File: src/rtl/decod_pkg.sv
// Shared types and constants for the registered one-hot decoder with sweep mode.
package decod_pkg;

  localparam int unsigned SEL_W_DEF = 4;
  localparam int unsigned OUT_W_DEF = 2 ** SEL_W_DEF;

  typedef enum logic {
    IDLE,
    SWEEP
  } state_e;

  function automatic logic [OUT_W_DEF-1:0] onehot(input logic [SEL_W_DEF-1:0] sel);
    logic [OUT_W_DEF-1:0] code;
    code      = '0;
    code[sel] = 1'b1;
    return code;
  endfunction

endpackage

File: src/rtl/decod_sweep_pipe_if.sv
// Request/beat channel bundle for decod_sweep_pipe; slave is the decoder, master the requester.
interface decod_sweep_pipe_if #(
  parameter int unsigned SEL_W = decod_pkg::SEL_W_DEF
);
  localparam int unsigned OUT_W = 2 ** SEL_W;

  logic             in_valid;
  logic             in_ready;
  logic [SEL_W-1:0] in_sel;
  logic             in_en;
  logic             in_mode;
  logic             out_valid;
  logic             out_ready;
  logic [OUT_W-1:0] out_onehot;
  logic [SEL_W-1:0] out_idx;
  logic             out_last;
  logic             busy;

  modport master (
    output in_valid, in_sel, in_en, in_mode, out_ready,
    input  in_ready, out_valid, out_onehot, out_idx, out_last, busy
  );

  modport slave (
    input  in_valid, in_sel, in_en, in_mode, out_ready,
    output in_ready, out_valid, out_onehot, out_idx, out_last, busy
  );

endinterface

File: src/rtl/decod_onehot.sv
// Combinational SEL_W-to-2**SEL_W decoder with enable; disabled gives an all-zero code.
module decod_onehot
  import decod_pkg::*;
#(
  parameter int unsigned SEL_W = SEL_W_DEF,
  localparam int unsigned OUT_W = 2 ** SEL_W
) (
  input  logic [SEL_W-1:0] i_sel,
  input  logic             i_en,
  output logic [OUT_W-1:0] o_onehot
);

  always_comb begin
    o_onehot = '0;
    if (i_en) o_onehot[i_sel] = 1'b1;
  end

endmodule

File: src/rtl/decod_sweep_pipe.sv
// Registered one-hot decoder: single decode or sweep 0..sel, valid/ready on both sides.
// Build option DECOD_SWEEP_PIPE_ONECOLD_EN inverts out_onehot at the port (active-low strobes).
module decod_sweep_pipe
  import decod_pkg::*;
#(
  parameter int unsigned SEL_W = SEL_W_DEF
) (
  input logic              clk,
  input logic              rst,
  decod_sweep_pipe_if.slave bus
);

  localparam int unsigned OUT_W = 2 ** SEL_W;

  state_e           r_state;
  state_e           w_state_nxt;
  logic             r_valid;
  logic             r_last;
  logic [OUT_W-1:0] r_onehot;
  logic [SEL_W-1:0] r_idx;
  logic [SEL_W-1:0] r_end;

  logic             w_valid_nxt;
  logic             w_last_nxt;
  logic [OUT_W-1:0] w_onehot_nxt;
  logic [SEL_W-1:0] w_idx_nxt;
  logic [SEL_W-1:0] w_end_nxt;

  logic             w_in_ready;
  logic             w_acc;
  logic             w_hs;
  logic [OUT_W-1:0] w_dec;
  logic [SEL_W-1:0] w_idx_inc;
  logic             w_sweep_end;

  decod_onehot #(
    .SEL_W(SEL_W)
  ) u_dec (
    .i_sel   (bus.in_sel),
    .i_en    (bus.in_en),
    .o_onehot(w_dec)
  );

  assign w_acc       = bus.in_valid && w_in_ready;
  assign w_hs        = r_valid && bus.out_ready;
  assign w_idx_inc   = r_idx + {{(SEL_W-1){1'b0}}, 1'b1};
  assign w_sweep_end = (w_idx_inc == r_end);

  always_ff @(posedge clk) begin
    if (rst) r_state <= IDLE;
    else     r_state <= w_state_nxt;
  end

  // The beat carrying last returns to IDLE as it is loaded, so the sweep's final
  // handshake can already accept the next request.
  always_comb begin
    w_state_nxt = r_state;
    case (r_state)
      IDLE:    if (w_acc && bus.in_en && bus.in_mode && (bus.in_sel != '0)) w_state_nxt = SWEEP;
      SWEEP:   if (w_hs && w_sweep_end) w_state_nxt = IDLE;
      default: w_state_nxt = IDLE;
    endcase
  end

  always_comb begin
    w_in_ready     = (r_state == IDLE) && (!r_valid || bus.out_ready) && !rst;
    bus.in_ready   = w_in_ready;
    bus.busy       = (r_state != IDLE) || r_valid;
    bus.out_valid  = r_valid;
    bus.out_idx    = r_idx;
    bus.out_last   = r_last;
`ifdef DECOD_SWEEP_PIPE_ONECOLD_EN
    bus.out_onehot = ~r_onehot;
`else
    bus.out_onehot = r_onehot;
`endif
  end

  always_comb begin
    w_valid_nxt  = r_valid;
    w_onehot_nxt = r_onehot;
    w_idx_nxt    = r_idx;
    w_last_nxt   = r_last;
    w_end_nxt    = r_end;
    if (w_acc) begin
      w_valid_nxt = 1'b1;
      if (bus.in_en && bus.in_mode) begin
        w_onehot_nxt = {{(OUT_W-1){1'b0}}, 1'b1};
        w_idx_nxt    = '0;
        w_last_nxt   = (bus.in_sel == '0);
        w_end_nxt    = bus.in_sel;
      end else begin
        w_onehot_nxt = w_dec;
        w_idx_nxt    = bus.in_sel;
        w_last_nxt   = 1'b1;
      end
    end else if (w_hs && (r_state == SWEEP)) begin
      w_onehot_nxt = r_onehot << 1;
      w_idx_nxt    = w_idx_inc;
      w_last_nxt   = w_sweep_end;
    end else if (w_hs) begin
      w_valid_nxt = 1'b0;
    end
  end

  always_ff @(posedge clk) begin
    if (rst) begin
      r_valid  <= 1'b0;
      r_onehot <= '0;
      r_idx    <= '0;
      r_last   <= 1'b0;
      r_end    <= '0;
    end else begin
      r_valid  <= w_valid_nxt;
      r_onehot <= w_onehot_nxt;
      r_idx    <= w_idx_nxt;
      r_last   <= w_last_nxt;
      r_end    <= w_end_nxt;
    end
  end

endmodule

File: src/flat_wrapper.sv
// flat-port wrapper written by rule: the top's interface ports become plain ports
module decod_sweep_pipe_flat import decod_pkg::*;
#(
  parameter int unsigned SEL_W = SEL_W_DEF
)
  (clk, rst, bus_in_valid, bus_in_sel, bus_in_en, bus_in_mode, bus_out_ready, bus_in_ready, bus_out_valid, bus_out_onehot, bus_out_idx, bus_out_last, bus_busy);
  decod_sweep_pipe_if #(.SEL_W(SEL_W)) bus_i ();
  input logic clk;
  input logic rst;
  input wire logic [$bits(bus_i.in_valid)-1:0] bus_in_valid;
  input wire logic [$bits(bus_i.in_sel)-1:0] bus_in_sel;
  input wire logic [$bits(bus_i.in_en)-1:0] bus_in_en;
  input wire logic [$bits(bus_i.in_mode)-1:0] bus_in_mode;
  input wire logic [$bits(bus_i.out_ready)-1:0] bus_out_ready;
  output wire logic [$bits(bus_i.in_ready)-1:0] bus_in_ready;
  output wire logic [$bits(bus_i.out_valid)-1:0] bus_out_valid;
  output wire logic [$bits(bus_i.out_onehot)-1:0] bus_out_onehot;
  output wire logic [$bits(bus_i.out_idx)-1:0] bus_out_idx;
  output wire logic [$bits(bus_i.out_last)-1:0] bus_out_last;
  output wire logic [$bits(bus_i.busy)-1:0] bus_busy;
  assign bus_i.in_valid = bus_in_valid;
  assign bus_i.in_sel = bus_in_sel;
  assign bus_i.in_en = bus_in_en;
  assign bus_i.in_mode = bus_in_mode;
  assign bus_i.out_ready = bus_out_ready;
  assign bus_in_ready = bus_i.in_ready;
  assign bus_out_valid = bus_i.out_valid;
  assign bus_out_onehot = bus_i.out_onehot;
  assign bus_out_idx = bus_i.out_idx;
  assign bus_out_last = bus_i.out_last;
  assign bus_busy = bus_i.busy;
  decod_sweep_pipe #(.SEL_W(SEL_W)) u_core (.clk(clk), .rst(rst), .bus(bus_i));
endmodule
File: config.mk
export PLATFORM = sky130hd
export DESIGN_NAME = decod_sweep_pipe_flat
export DESIGN_NICKNAME = d
export VERILOG_FILES = /design/src/rtl/decod_pkg.sv /design/src/rtl/decod_sweep_pipe_if.sv /design/src/rtl/decod_onehot.sv /design/src/rtl/decod_sweep_pipe.sv /design/src/flat_wrapper.sv
export SDC_FILE = /design/constraint.sdc
export NUM_CORES = 1
export LEC_CHECK = 0
export CORE_MARGIN = 5
export CORE_UTILIZATION = 45
export CTS_CLUSTER_SIZE = 20
export DETAILED_ROUTE_END_ITERATION = 8
export PLACE_DENSITY = 0.8
export SKIP_CTS_REPAIR_TIMING = 1
export SKIP_LAST_GASP = 1
export SLEW_MARGIN = 20
export SYNTH_ARGS = -nofsm -noshare
export SYNTH_HDL_FRONTEND = slang
export SYNTH_SLANG_ARGS = --single-unit
File: constraint.sdc
create_clock -name clk -period 2.1 [get_ports clk]
set_input_delay 0.42 -clock clk [delete_from_list [all_inputs] [get_ports clk]]
set_output_delay 0.42 -clock clk [all_outputs]
set_load 0.02 [all_outputs]
# Word-level counts from Yosys, hierarchy flattened
# Cells that the tools add are included.
# W data, S select, Z words.
[word_totals]
regBits = 27
in_bits = 10
out_inout_bits = 24
[classes]
n_addsub = 1
magnitude_cmp = 2
n_eq_ne = 2
n_mux = 18
n_bitwise = 1
n_reduce_logical = 21
[op_table]
columns = ["op", "count"]
rows = [
  ["$mux W16", 4],
  ["$mux W4", 3],
  ["$logic_and A1 B1 Y1", 11],
  ["$mux W1", 9],
  ["$lt A4 B5 Y1 const B", 1],
  ["$add A4 B1 Y4 const B", 1],
  ["$demux W1 S4", 1],
  ["$eq A4 B4 Y1", 1],
  ["$ge A4 B1 Y1 const B", 1],
  ["$logic_not A4 Y1", 1],
  ["$reduce_and A2 Y1", 2],
  ["$reduce_bool A2 Y1", 2],
  ["$reduce_bool A4 Y1", 1],
  ["$logic_not A1 Y1", 2],
  ["$logic_or A1 B1 Y1", 2],
  ["$ne A2 B1 Y1 const B", 1],
  ["$pmux W1 S2", 1],
  ["$not A1 Y1", 1],
]

# Logic depth before layout (Yosys ltp)
# Gate-level depths: netlist of run 1.
[depth]
word_depth = 10
ltp_mapped = 6

# Hierarchy
# Synthesis of run 1 repeated with hierarchy kept, for this count alone.
[hier_totals]
hier_cells = 146
area_unflattened_um2 = 1308.8
[by_module_without_submodules]
columns = ["module", "instances", "cells_each", "area_each_um2"]
rows = [
  ["decod_sweep_pipe", 1, 123, 1191.1],
  ["decod_onehot", 1, 23, 117.6],
]

# Least setup slack after synthesis of run 1
# OpenSTA, ideal clock, no wires.
[synth_timing]
path_kind = "input to output"
from = "in rst"
to = "out bus_in_ready"
t_arrival_ns = 1.328
required_time_ns = 1.680
path_slack_ns = 0.352
path_stages = 3
path_buffers = 2
cell_sequence = "clkbuf_1 > clkbuf_1 > nor3_1"
[synth_between]
elab_chain_len = 2
[synth_lines]
columns = ["element", "line_no", "rtl"]
rows = [
  ["from (decl)", "flat_wrapper.sv:9", "input logic rst;"],
  ["$logic_not A1 Y1", "decod_sweep_pipe.sv:66", "w_in_ready = (r_state == IDLE) && (!r_valid || bus.out_ready) && !rst;"],
  ["$logic_and A1 B1 Y1", "decod_sweep_pipe.sv:66", ""],
  ["to (decl)", "flat_wrapper.sv:15", "output wire logic [$bits(bus_i.in_ready)-1:0] bus_in_ready;"],
]
# Every way passes these cells.

# Final worst setup path of run 1
[layout_timing]
from = "reg u_core.r_state"
to = "out bus_busy"
[layout_between]
elab_chain_len = 1
[layout_lines]
columns = ["element", "line_no", "rtl"]
rows = [
  ["from (decl)", "decod_sweep_pipe.sv:15", "state_e r_state;"],
  ["from (signal assigned)", "decod_sweep_pipe.sv:51", "else r_state <= w_state_nxt;"],
  ["$logic_or A1 B1 Y1", "decod_sweep_pipe.sv:68", "bus.busy = (r_state != IDLE) || r_valid;"],
  ["to (decl)", "flat_wrapper.sv:20", "output wire logic [$bits(bus_i.busy)-1:0] bus_busy;"],
]
# Every way passes these cells.

==> results of run 1 <==
==> registers in the layout, summed over array words and instances, names as in the netlist <==
name	flops
u_core.r_end	4
u_core.bus.out_onehot	16
u_core.bus.out_valid	1
u_core.r_state	1
u_core.bus.out_last	1
u_core.bus.out_idx	4
==> layout make-up <==
| cell class | count | share of cell area, % |
|---|---|---|
| clock buffers | 4 | 1.45 |
| well taps | 31 | 2.14 |
| inverters | 1 | 0.207 |
| repair buffers | 50 | 25.4 |
| flip-flops and latches | 27 | 29.8 |
| multi-input cells | 129 | 41.0 |
==> through the flow <==
step / hold slack, ps / setup WS [ps] / power [mW] / util [%]
after CTS: 512 / -56.1 / 1.07 / 64.6
after detailed placement: 485 / -66.8 / 0.844 / 63.6
after global routing: 523 / 23.2 / 1.12 / 64.7
after global placement: 484 / -15.3 / 0.836 / 63.6
final: 516 / 94.9 / 1.06 / 64.7
after floorplan: 484 / 352 / 0.722 / -
==> power breakdown <==
group | internal [mW] | total, mW | switching (mW) | leakage, nW
combinational | 0.128 | 0.263 | 0.135 | 0.519
sequential | 0.542 | 0.569 | 0.0263 | 0.221
clock | 0.0745 | 0.229 | 0.154 | 0.0150
total | 0.745 | 1.06 | 0.316 | 0.755
==> synth_stat cells <==
cell       instances  area [um^2]
xnor2_1            4         35.0
nor4bb_1           2         20.0
a21oi_2            1         8.76
a32oi_1            1         8.76
dfxtp_1           27          541
buf_4              1         7.51
ha_1               1         12.5
mux2i_1            4         40.0
nor4b_1            1         8.76
o21ai_0            1         5.00
nor2b_1            3         18.8
a2111oi_2          1         15.0
nor2_1            37          139
a31oi_1            4         25.0
nor3_1             3         15.0
a21bo_2            1         10.0
a21oi_1           19         95.1
clkbuf_1           8         30.0
or3b_1             1         8.76
mux2_2             1         11.3
nand2_1            7         26.3
and4b_1            1         10.0
nand3_1            6         30.0
nor4_1            15         93.8
and3_1             3         18.8
buf_6              2         22.5
nand4_1            1         6.26
a311oi_1           2         17.5
o211ai_1           1         7.51
inv_1              1         3.75
or2_2              1         6.26
xor2_1             2         17.5
o22a_1             1         8.76
nand2b_1           4         25.0
==> cells by family after synthesis <==
family | count (synthesis) | share of synthesized area [%]
simple gates | 85 | 31.6
buf+inv | 12 | 4.73
fa+ha+maj | 1 | 0.927
compound gates | 32 | 14.9
xor+xnor | 6 | 3.90
flops | 27 | 40.1
mux | 5 | 3.80
==> worst paths after layout <==
check,depth (start not counted),to,slack (ps),from
max reg2reg,5,u_core.bus.out_onehot[11],530,u_core.r_state
min,2,u_core.bus.out_onehot[0],520,u_core.bus.out_onehot[0]
min reg2reg,2,u_core.bus.out_onehot[0],520,u_core.bus.out_onehot[0]
max,2,bus_busy,90,u_core.r_state
==> routing by layer <==
layer  up-vias  share of wire, %  track usage (%)
li1        691                 -                -
met1       638                43             20.1
met2        32                51             30.7
met3         4               4.9             4.15
met4         0               1.2             4.75
met5         -                 0                0
==> worst max-delay path: stages (launching register included) <==
cell	delay [ps]
dfxtp_1	500
or2_2	160
clkdlybuf4s50_1	600
==> metrics.csv, run 1 <==
metric;value;unit
p_leak;0.755;nW
status;finished, final reports clean;
final_cell_mix;nor2_1 (37), clkdlybuf4s50_1 (32), dfxtp_1 (27);
ys_types;34;
ios;34;
nNetsFinal;223;
drc_errors;0;
max_cap_violations;0;
syn_area;1350;um^2
skew;4.71;ps
report.final.slew_viol_count;0;
grt_util_all_layers;17.1;%
clock-sinks;27;
io_buffers;33;
die_h;64.7;um
fin_crit;2010;ps
overflow;0;
clockBufferDepth;2;
die_w;64.7;um
crit_fanout;10;
place_hpwl;2650;um
syn-instance-count;168;
max_slew_margin;76.7;%
synth_area_per_cell;8.03;um^2
cts_tree;done;
core-area;2810;um^2
clockRootBuffer;clkbuf_4;
grt_pass1_vias;1332;
timing.fmax;0.499;GHz
rsz0062_at_grt;no;
routabilityCongestion;0.873;
multi_input_area;744;um^2
fin_area;1810;um^2
crit_required;1680;ps
arrival;1590;ps
drt-pass1-iter-count;4;
n_antenna_cell;0;
vdd_ir_drop_max;416;uV
wl_per_cell;14.0;um
tightest_slew;347;ps
antenna_found_initial;0;
hold_class;reg2reg;
post_dp_cell_area;1790;um^2
initial_utilization;48.1;%
finalHoldViolations;0;
cts-buffers-inserted;3;
placed_cells;238;
fillers;266;
setup.worst_path.start_class;flop;
clk_pin_slew;150;ps
setup_viol;0;
ys_seq_area_share;40.1;%
route.vias.total;1365;
drtIter0Drc;64;
setup_tns;0;ps
clkLatencyLatePin;330;ps
post-route-period-util;95.5;%
via_per_inst;5.64;
final_common_cell;nor2_1;
synth_seq_cells;27;
placementRows;19;
syn_to_final_growth;34.5;%
drive_above_1_share;11.8;%
grt_max_degree;17;
criticalPathCategory;reg2out;
dieArea;4190;um^2
regArea;541;um^2
end_kind;output port;
antenna_left;0;
wl;3390;um
ys_warn_count;0;
grt_pass1_wl;5820;um
fin_cells;242;
htree_levels;1;
powerDensity;585;nW/um^2
syn_nets;179;
Note: power is estimated with default switching activity, not from simulation.
==> run 2, diff against run 1 <==
Settings changed: TNS_END_PERCENT from default to 100.
==> results of run 2 <==
No change in the layout: final DEF, timing and power equal those of run 1.
